File: src/rtl/regfile_wb_merge.sv
// Write-back merge stage feeding the register file write port: the in-order
// pipeline always wins, late multi-cycle results queue in a FIFO and drain on idle cycles.
// Optional same-cycle bypass of late results into an idle, empty stage: define WB_BYPASS_EN.
module regfile_wb_merge #(
  parameter int DEPTH = 4,
  parameter int AW    = 2
) (
  input  logic          clk,
  input  logic          clrn,
  input  logic          p_we,
  input  logic [4:0]    p_wn,
  input  logic [31:0]   p_d,
  input  logic          s_valid,
  output logic          s_ready,
  input  logic [4:0]    s_wn,
  input  logic [31:0]   s_d,
  input  logic [4:0]    rna,
  input  logic [4:0]    rnb,
  output logic          pend_a,
  output logic          pend_b,
  output logic          we,
  output logic [4:0]    wn,
  output logic [31:0]   d,
  output logic [AW:0]   count
);

  logic [AW:0]      cnt;
  logic [AW-1:0]    rd_ptr;
  logic [AW-1:0]    wr_ptr;
  logic [DEPTH-1:0] ent_vld;
  logic [4:0]       ent_wn [DEPTH];
  logic [31:0]      ent_d  [DEPTH];

  logic p_act;
  logic not_empty;
  logic head_vld;
  logic byp_take;
  logic push;
  logic push_wr;
  logic pop;

  // A pipeline write to r0 is no write at all; the FIFO may drain in its place.
  assign p_act     = p_we && (p_wn != 5'd0);
  assign not_empty = (cnt != '0);
  assign head_vld  = ent_vld[rd_ptr];
  assign count     = cnt;

  // Ready comes from registered occupancy only, so a full FIFO refuses even while popping.
  assign s_ready = clrn && (cnt < (AW+1)'(DEPTH));

`ifdef WB_BYPASS_EN
  assign byp_take = clrn && !not_empty && !p_act && s_valid && (s_wn != 5'd0);
`else
  assign byp_take = 1'b0;
`endif

  assign push    = s_valid && s_ready;
  assign push_wr = push && (s_wn != 5'd0) && !byp_take;
  assign pop     = clrn && !p_act && not_empty;

  // Write port mux; address and data are held at zero whenever no write is issued.
  always_comb begin
    // NOTE: every output gets a default before the priority chain so no latch is inferred.
    we = 1'b0;
    wn = 5'd0;
    d  = 32'd0;
    if (clrn) begin
      if (p_act) begin
        we = 1'b1;
        wn = p_wn;
        d  = p_d;
      end else if (byp_take) begin
        we = 1'b1;
        wn = s_wn;
        d  = s_d;
      end else if (not_empty && head_vld) begin
        we = 1'b1;
        wn = ent_wn[rd_ptr];
        d  = ent_d[rd_ptr];
      end
    end
  end

  // Only occupied, unkilled slots carry vld=1, so no occupancy mask is needed here.
  always_comb begin
    pend_a = 1'b0;
    pend_b = 1'b0;
    for (int i = 0; i < DEPTH; i++) begin
      if (ent_vld[i] && (ent_wn[i] == rna)) pend_a = 1'b1;
      if (ent_vld[i] && (ent_wn[i] == rnb)) pend_b = 1'b1;
    end
    pend_a = pend_a && clrn && (rna != 5'd0);
    pend_b = pend_b && clrn && (rnb != 5'd0);
  end

  // Control state: pointers, occupancy and per-entry valid bits.
  always_ff @(posedge clk) begin
    if (!clrn) begin
      rd_ptr  <= '0;
      wr_ptr  <= '0;
      cnt     <= '0;
      ent_vld <= '0;
    end else begin
      // NOTE: sequential state uses non-blocking assignments; later writes below override earlier ones.
      for (int i = 0; i < DEPTH; i++) begin
        if (p_act && (ent_wn[i] == p_wn)) ent_vld[i] <= 1'b0;
        if (pop && (rd_ptr == AW'(i)))    ent_vld[i] <= 1'b0;
        if (push_wr && (wr_ptr == AW'(i))) ent_vld[i] <= 1'b1;
      end
      if (pop)     rd_ptr <= rd_ptr + 1'b1;
      if (push_wr) wr_ptr <= wr_ptr + 1'b1;
      case ({push_wr, pop})
        2'b10:   cnt <= cnt + 1'b1;
        2'b01:   cnt <= cnt - 1'b1;
        default: cnt <= cnt;
      endcase
    end
  end

  // NOTE: payload storage has no reset; it is only observed through a set vld bit.
  always_ff @(posedge clk) begin
    if (clrn && push_wr) begin
      ent_wn[wr_ptr] <= s_wn;
      ent_d[wr_ptr]  <= s_d;
    end
  end

endmodule

File: config.mk
export PLATFORM = sky130hd
export DESIGN_NAME = regfile_wb_merge
export DESIGN_NICKNAME = d
export VERILOG_FILES = /design/src/rtl/regfile_wb_merge.sv
export SDC_FILE = /design/constraint.sdc
export NUM_CORES = 1
export LEC_CHECK = 0
export CORE_UTILIZATION = 53
export DETAILED_ROUTE_END_ITERATION = 7
export GPL_ROUTABILITY_DRIVEN = 0
export GPL_TIMING_DRIVEN = 1
export PLACE_DENSITY = 0.87
export SYNTH_ARGS = -nofsm -noshare
export SYNTH_HDL_FRONTEND = slang
export SYNTH_SLANG_ARGS = --single-unit
File: constraint.sdc
create_clock -name clk -period 3.5 [get_ports clk]
set_clock_uncertainty 0.2 [all_clocks]
set_input_delay 0.7 -clock clk [delete_from_list [all_inputs] [get_ports clk]]
set_output_delay 0.7 -clock clk [all_outputs]
set_load 0.03 [all_outputs]
==> flow_summary.toml, run 1 <==
[power_and_ir_drop]
comb_power_share = 0.138
p_sw_uw = 1080
swShare = 0.238
ir_drop_mv = 0.357
power_frac_clock = 0.378
p_leak_uw = 0.00337
powerDensity_nw_per_um2 = 469
p_seq_frac = 0.484
p_int_uw = 3450

[synthesis]
synthCells = 493
synth_cell_types = 35
syn-cell-area_um2 = 7360
mappedNetlistNets = 591
synth-async-reset-ratio = 0
ys_ff_latch = 161
synth_top_cell_area_share = 0.604
synthTopCellsByCount = "edfxtp_1, nand2_1, a21oi_1"
synth_most_common_cell = "edfxtp_1"
synth_area_leaders = "edfxtp_1, mux4_2, xor2_1"
synth_warnings = 0
yosysTopAreaCell = "edfxtp_1"
seq_area_frac_synth = 0.639
ys.flop_type = "edfxtp_1"
synth_edf_count = 148
avgSynthCellArea_um2 = 14.9

[die]
core_um2 = 13400
start_util = 0.549
dieArea_um2 = 14400
die_h_um = 120
row_count = 42
die_w_um = 120
ios = 132

[worst_setup_path]
path_max_fanout = 4
endpoint_kind = "output pin"
critPathLaunchType = "primary input"
worstSetupPathType = "primary input to output pin"
cp.arrival_ns = 2.56
cp.required_ns = 2.60

[placed_design]
hpwl_mm = 12.1
numPortBuffers = 131
dpl.cell_count = 800
post-place-ws_ns = -0.411

[drt]
vias = 4878
drt-vias-per-instance = 5.85
final_antenna_net_count = 0
dr.pass1.iters = 5
dr.first_iter.drc_count = 428
drt-total-wl_mm = 18.3
drc = 0
wl_per_cell_um = 22.0

[timing]
hold_violations = 0
period_needed_ns = 3.46
worst_pin_slew_ns = 0.572
setup_ws_ns = 0.0357
slew_violations = 0
rsz0062_at_grt = "true"
slew_headroom = 0.619
fin_crit_sh = 0.990
max_clock_freq_ghz = 0.289
finalSetupViolations = 0

[layout]
multi_input_area_um2 = 2470
final_layout_size_suffix_gt1_frac = 0.237
stdcell_count = 834
syn_to_final_growth_pct = 30.9
nNetsFinal = 744
diodes = 0
fin_util = 0.719
fill_cells = 820
seq_area_um2 = 4710

[global_route]
grt_max_degree = 25
antenna_found_initial = 0
track_usage = 0.268
grt_pass1_vias = 5061
gr-total-overflow = 0
grt_pass1_wl_mm = 28.0

[clock_network]
hold_buffers = 0
cts-buffers-inserted = 17
clockBufferDepth = 2
cts_tree = "done"
htree_levels = 4
cts.sinks = 161
clock_tree.root_cell = "clkbuf_16"
clk_latency_ns = 0.41
path_clk_slew_ns = 0.06

[min_path]
hold_class = "register to register"

[flow_run]
max_cap_viol_count = 0

[outcome]
status = "completed"
logic make-up after synthesis:
kind of cell,after synthesis,synth area share
adder cells (fa/ha/maj),10,0.0180
XOR/XNOR,64,0.0762
buffers and inverters,42,0.0282
AND/OR/NAND/NOR,112,0.0682
flip-flops,161,0.639
multiplexers,40,0.119
AO/OA/AOI/OAI,64,0.0510
placed cells by master, fill, tap and decap left out, types with 11 or more instances in the layout:
master,Yosys,layout
xnor2_1,24,24
dfxtp_1,13,11
edfxtp_1,148,148
clkbuf_16,0,17
nand2_1,77,77
clkdlybuf4s50_1,0,87
mux4_2,38,38
a21oi_1,42,42
buf_4,7,56
xor2_1,40,40
power by group through the flow:
stage / clock network (uW) / logic (uW) / registers (uW)
after floorplan: 0 / 334 / 2220
after global placement: 0 / 588 / 2220
after detailed placement: 0 / 604 / 2230
after CTS: 1720 / 628 / 2190
after global routing: 1790 / 665 / 2190
final: 1710 / 623 / 2190
per-layer routing:
metal,share of wire,up-vias,GRT usage
li1,-,2146,-
met1,0.40,2420,0.345
met2,0.51,282,0.456
met3,0.079,30,0.0561
met4,0.016,0,0.0820
met5,0,-,0
flip-flops by register name, summed over array words and instances, names as in the netlist, named ones only:
signal   count
ent_d      128
ent_wn      20
ent_vld      4
count        3
rd_ptr       2
wr_ptr       2
what timing repair did:
action	in CTS	in global routing
endpoints found under the hold margin	0	0
pin swaps	3	0
setup endpoints to repair	33	7
cloned	2	0
buffers inserted	2	0
gates resized for setup	60	6
stage by stage:
stage / total power (uW) / hold WS (ns) / cell area (um2) / setup TNS, ns
after floorplan: 2560 / 0.308 / 7360 / 0
after global placement: 2810 / 0.328 / 9030 / -5.58
after detailed placement: 2830 / 0.364 / 9030 / -6.85
after CTS: 4540 / 0.381 / 9660 / 0
after global routing: 4640 / 0.431 / 9640 / -0.0207
final: 4520 / 0.378 / 9640 / 0
final cells by class:
class | count | area share
sequential | 161 | 0.489
multi-input combinational | 290 | 0.256
timing repair buffer | 170 | 0.173
clock buffer | 19 | 0.0449
tap | 176 | 0.0229
clock inverter | 12 | 0.0117
inverter | 6 | 0.00234
critical path, cell delays in order:
cell and delay, ns:
dlygate4sd2_1 0.24, or4_4 0.58, o21a_4 0.26, o21ai_4 0.16
buf_6 0.14, bufbuf_16 0.25, a21oi_1 0.05, buf_4 0.17
final timing paths:
check | start | end | slack, ns | cells after the start
setup / recovery | p_wn[2] | d[17] | 0.04 | 8
hold / removal | count[2] | count[2] | 0.38 | 2
setup reg to reg | count[2] | count[2] | 1.10 | 9
hold reg to reg | count[2] | count[2] | 0.38 | 2
(Power assumes the default switching activity.)
==> inputs of run 2 (changes only) <==
--- a/config.mk
+++ b/config.mk
@@ -5,11 +5,13 @@
 export SDC_FILE = /design/constraint.sdc
 export NUM_CORES = 1
 export LEC_CHECK = 0
+export CAP_MARGIN = 25
 export CORE_UTILIZATION = 53
 export DETAILED_ROUTE_END_ITERATION = 7
 export GPL_ROUTABILITY_DRIVEN = 0
 export GPL_TIMING_DRIVEN = 1
 export PLACE_DENSITY = 0.87
+export SLEW_MARGIN = 20
 export SYNTH_ARGS = -nofsm -noshare
 export SYNTH_HDL_FRONTEND = slang
 export SYNTH_SLANG_ARGS = --single-unit
==> results of run 2 <==
Final layout, timing and power as in run 1 (identical DEF).
==> inputs of run 3 (changes only) <==
--- a/config.mk
+++ b/config.mk
@@ -15,3 +15,4 @@
 export SYNTH_ARGS = -nofsm -noshare
 export SYNTH_HDL_FRONTEND = slang
 export SYNTH_SLANG_ARGS = --single-unit
+export TNS_END_PERCENT = 1
==> run 3 against run 2 <==
Net effect:
- cell count grew 0.12%
- largest power group unchanged
- largest cell class unchanged
- count of clock-buffer cells in the layout is the same
- core utilization grew 0.15 points
- worst setup slack lost 0.0026 ns
- sequential cell count is the same
- combinational power grew 0.8%
- first-iteration DRC count grew 11%
- maximum frequency is essentially flat
- critical path type unchanged
- design area grew 0.21%
- worst hold slack is essentially flat
- sequential share of layout area shrank 0.10 points
==> flow_summary.toml, run 3 (synthesis gave the netlist of run 1 again) <==
[drt]
wl_per_cell_um = 22.0
vias = 4868
drt-vias-per-instance = 5.83
drc = 0
final_antenna_net_count = 0
drt-total-wl_mm = 18.4
dr.pass1.iters = 5
dr.first_iter.drc_count = 475

[clock_network]
cts-buffers-inserted = 17
path_clk_slew_ns = 0.06
cts_tree = "done"
cts.sinks = 161
clk_latency_ns = 0.41
htree_levels = 4
clock_tree.root_cell = "clkbuf_16"
clockBufferDepth = 2
hold_buffers = 0

[layout]
diodes = 0
largest_registers = "ent_d (128), ent_wn (20), ent_vld (4)"
largest_register_ffs = 128
nNetsFinal = 745
stdcell_count = 835
regMostFlops = "ent_d"
final_layout_size_suffix_gt1_frac = 0.238
layout_common_cells = "edfxtp_1, clkdlybuf4s50_1, nand2_1"
layout_commonest_cell = "edfxtp_1"
syn_to_final_growth_pct = 31.2

[die]
core_um2 = 13400
dieArea_um2 = 14400
die_h_um = 120
row_count = 42
die_w_um = 120
start_util = 0.549
ios = 132

[global_route]
grt_pass1_wl_mm = 28.0
antenna_found_initial = 0
gr-total-overflow = 0
grt_pass1_vias = 5061
track_usage = 0.268
grt_max_degree = 25

[timing]
max_clock_freq_ghz = 0.288
worst_pin_slew_ns = 0.586
slew_violations = 0
finalSetupViolations = 0
worst_hold_slack_ns = 0.378
setup_ws_ns = 0.0331
finalSetupTns_ns = 0
period_needed_ns = 3.47
slew_headroom = 0.609
rsz0062_at_grt = "true"
hold_violations = 0
fin_crit_sh = 0.991

[worst_setup_path]
worstSetupPathType = "primary input to output pin"
cp_top_family = "buffers and inverters"
reg2reg_slack_ns = 1.10
critPathLaunchType = "primary input"
cp.required_ns = 2.60
cp.depth = 8
endpoint_kind = "output pin"
path_max_fanout = 4
cp_cell_sequence = "dlygate4sd2_1 -> or4_4 -> o21a_4 -> o21ai_4 -> buf_6 -> bufbuf_16 -> a21oi_1 -> buf_4"
worstReg2RegEnd = "count[2]"
r2r-start = "count[2]"
rr_worst_depth = 9
cp.arrival_ns = 2.57
critPathMaxStageDelay_ns = 0.58
path_buf_inv = 4
slowest_stage = "or4_4"

[flow_run]
max_cap_viol_count = 0

[power_and_ir_drop]
p_leak_uw = 0.00339
ir_drop_mv = 0.357
powerDensity_nw_per_um2 = 469

[placed_design]
dpl.cell_count = 800
numPortBuffers = 131
post-place-ws_ns = -0.411
hpwl_mm = 12.1

[min_path]
hold_class = "register to register"
hold_depth = 2
holdPathEnd = "count[2]"
hold_start = "count[2]"

[outcome]
status = "completed"
[run 3: cell count changes in the layout (fill, tap and decap cells not counted), sizes merged]
cell / previous run / this run
buf: 74 / 75
[run 3: cell type report]
type	instances	area, um2
Clock inverter	12	113
Multi-Input combinational cell	290	2470
Clock buffer	19	433
Timing Repair Buffer	171	1690
Sequential cell	161	4710
Inverter	6	22.5
Fill cell	818	3740
Tap cell	176	220
[run 3: where the power goes]
group	total [uW]	switching, uW	leakage (uW)	internal, uW
clock network	1710	730	0.000257	978
registers	2190	35.7	0.00145	2150
logic	628	312	0.00168	316
total	4530	1080	0.00339	3450
[run 3: metrics by stage]
step | area [um2] | total power, uW | utilization
5_1_grt | 9660 | 4650 | 0.721
3_3_place_gp | 9030 | 2810 | 0.674
2_1_floorplan | 7360 | 2560 | -
3_5_place_dp | 9030 | 2830 | 0.674
6_report | 9660 | 4530 | 0.721
4_1_cts | 9660 | 4540 | 0.721
[run 3: worst max-delay path by stage]
| stage | start | endpoint | slack, ns |
|---|---|---|---|
| floorplan | p_wn[0] | d[0] | 0.16 |
| global placement | p_wn[1] | wn[4] | -0.40 |
| detailed placement | p_wn[1] | d[17] | -0.41 |
| CTS | p_wn[2] | d[17] | 0.05 |
| global route | p_wn[2] | d[17] | -0.02 |
| finish | p_wn[2] | d[17] | 0.03 |
[run 3: layer usage]
layer	up-vias	routed length, um	track usage	part of all wire
met2	284	9260	0.456	0.50
met3	29	1570	0.0561	0.085
met1	2403	7240	0.345	0.39
met5	-	0	0	0
li1	2152	-	-	-
met4	0	291	0.0820	0.016
[run 3: tightest hold or removal path: stages, from the launching register on]
cell	delay, ns
dfxtp_1	0.36
o21ai_0	0.09
a21boi_0	0.08
[run 3: repair_timing]
action / 4_1_cts / 5_1_grt
gates cloned: 2 / 0
endpoints found under the hold margin: 0 / 0
pin swaps: 3 / 0
endpoints found under the setup margin: 33 / 7
buffers inserted: 2 / 0
gates resized for setup: 60 / 1
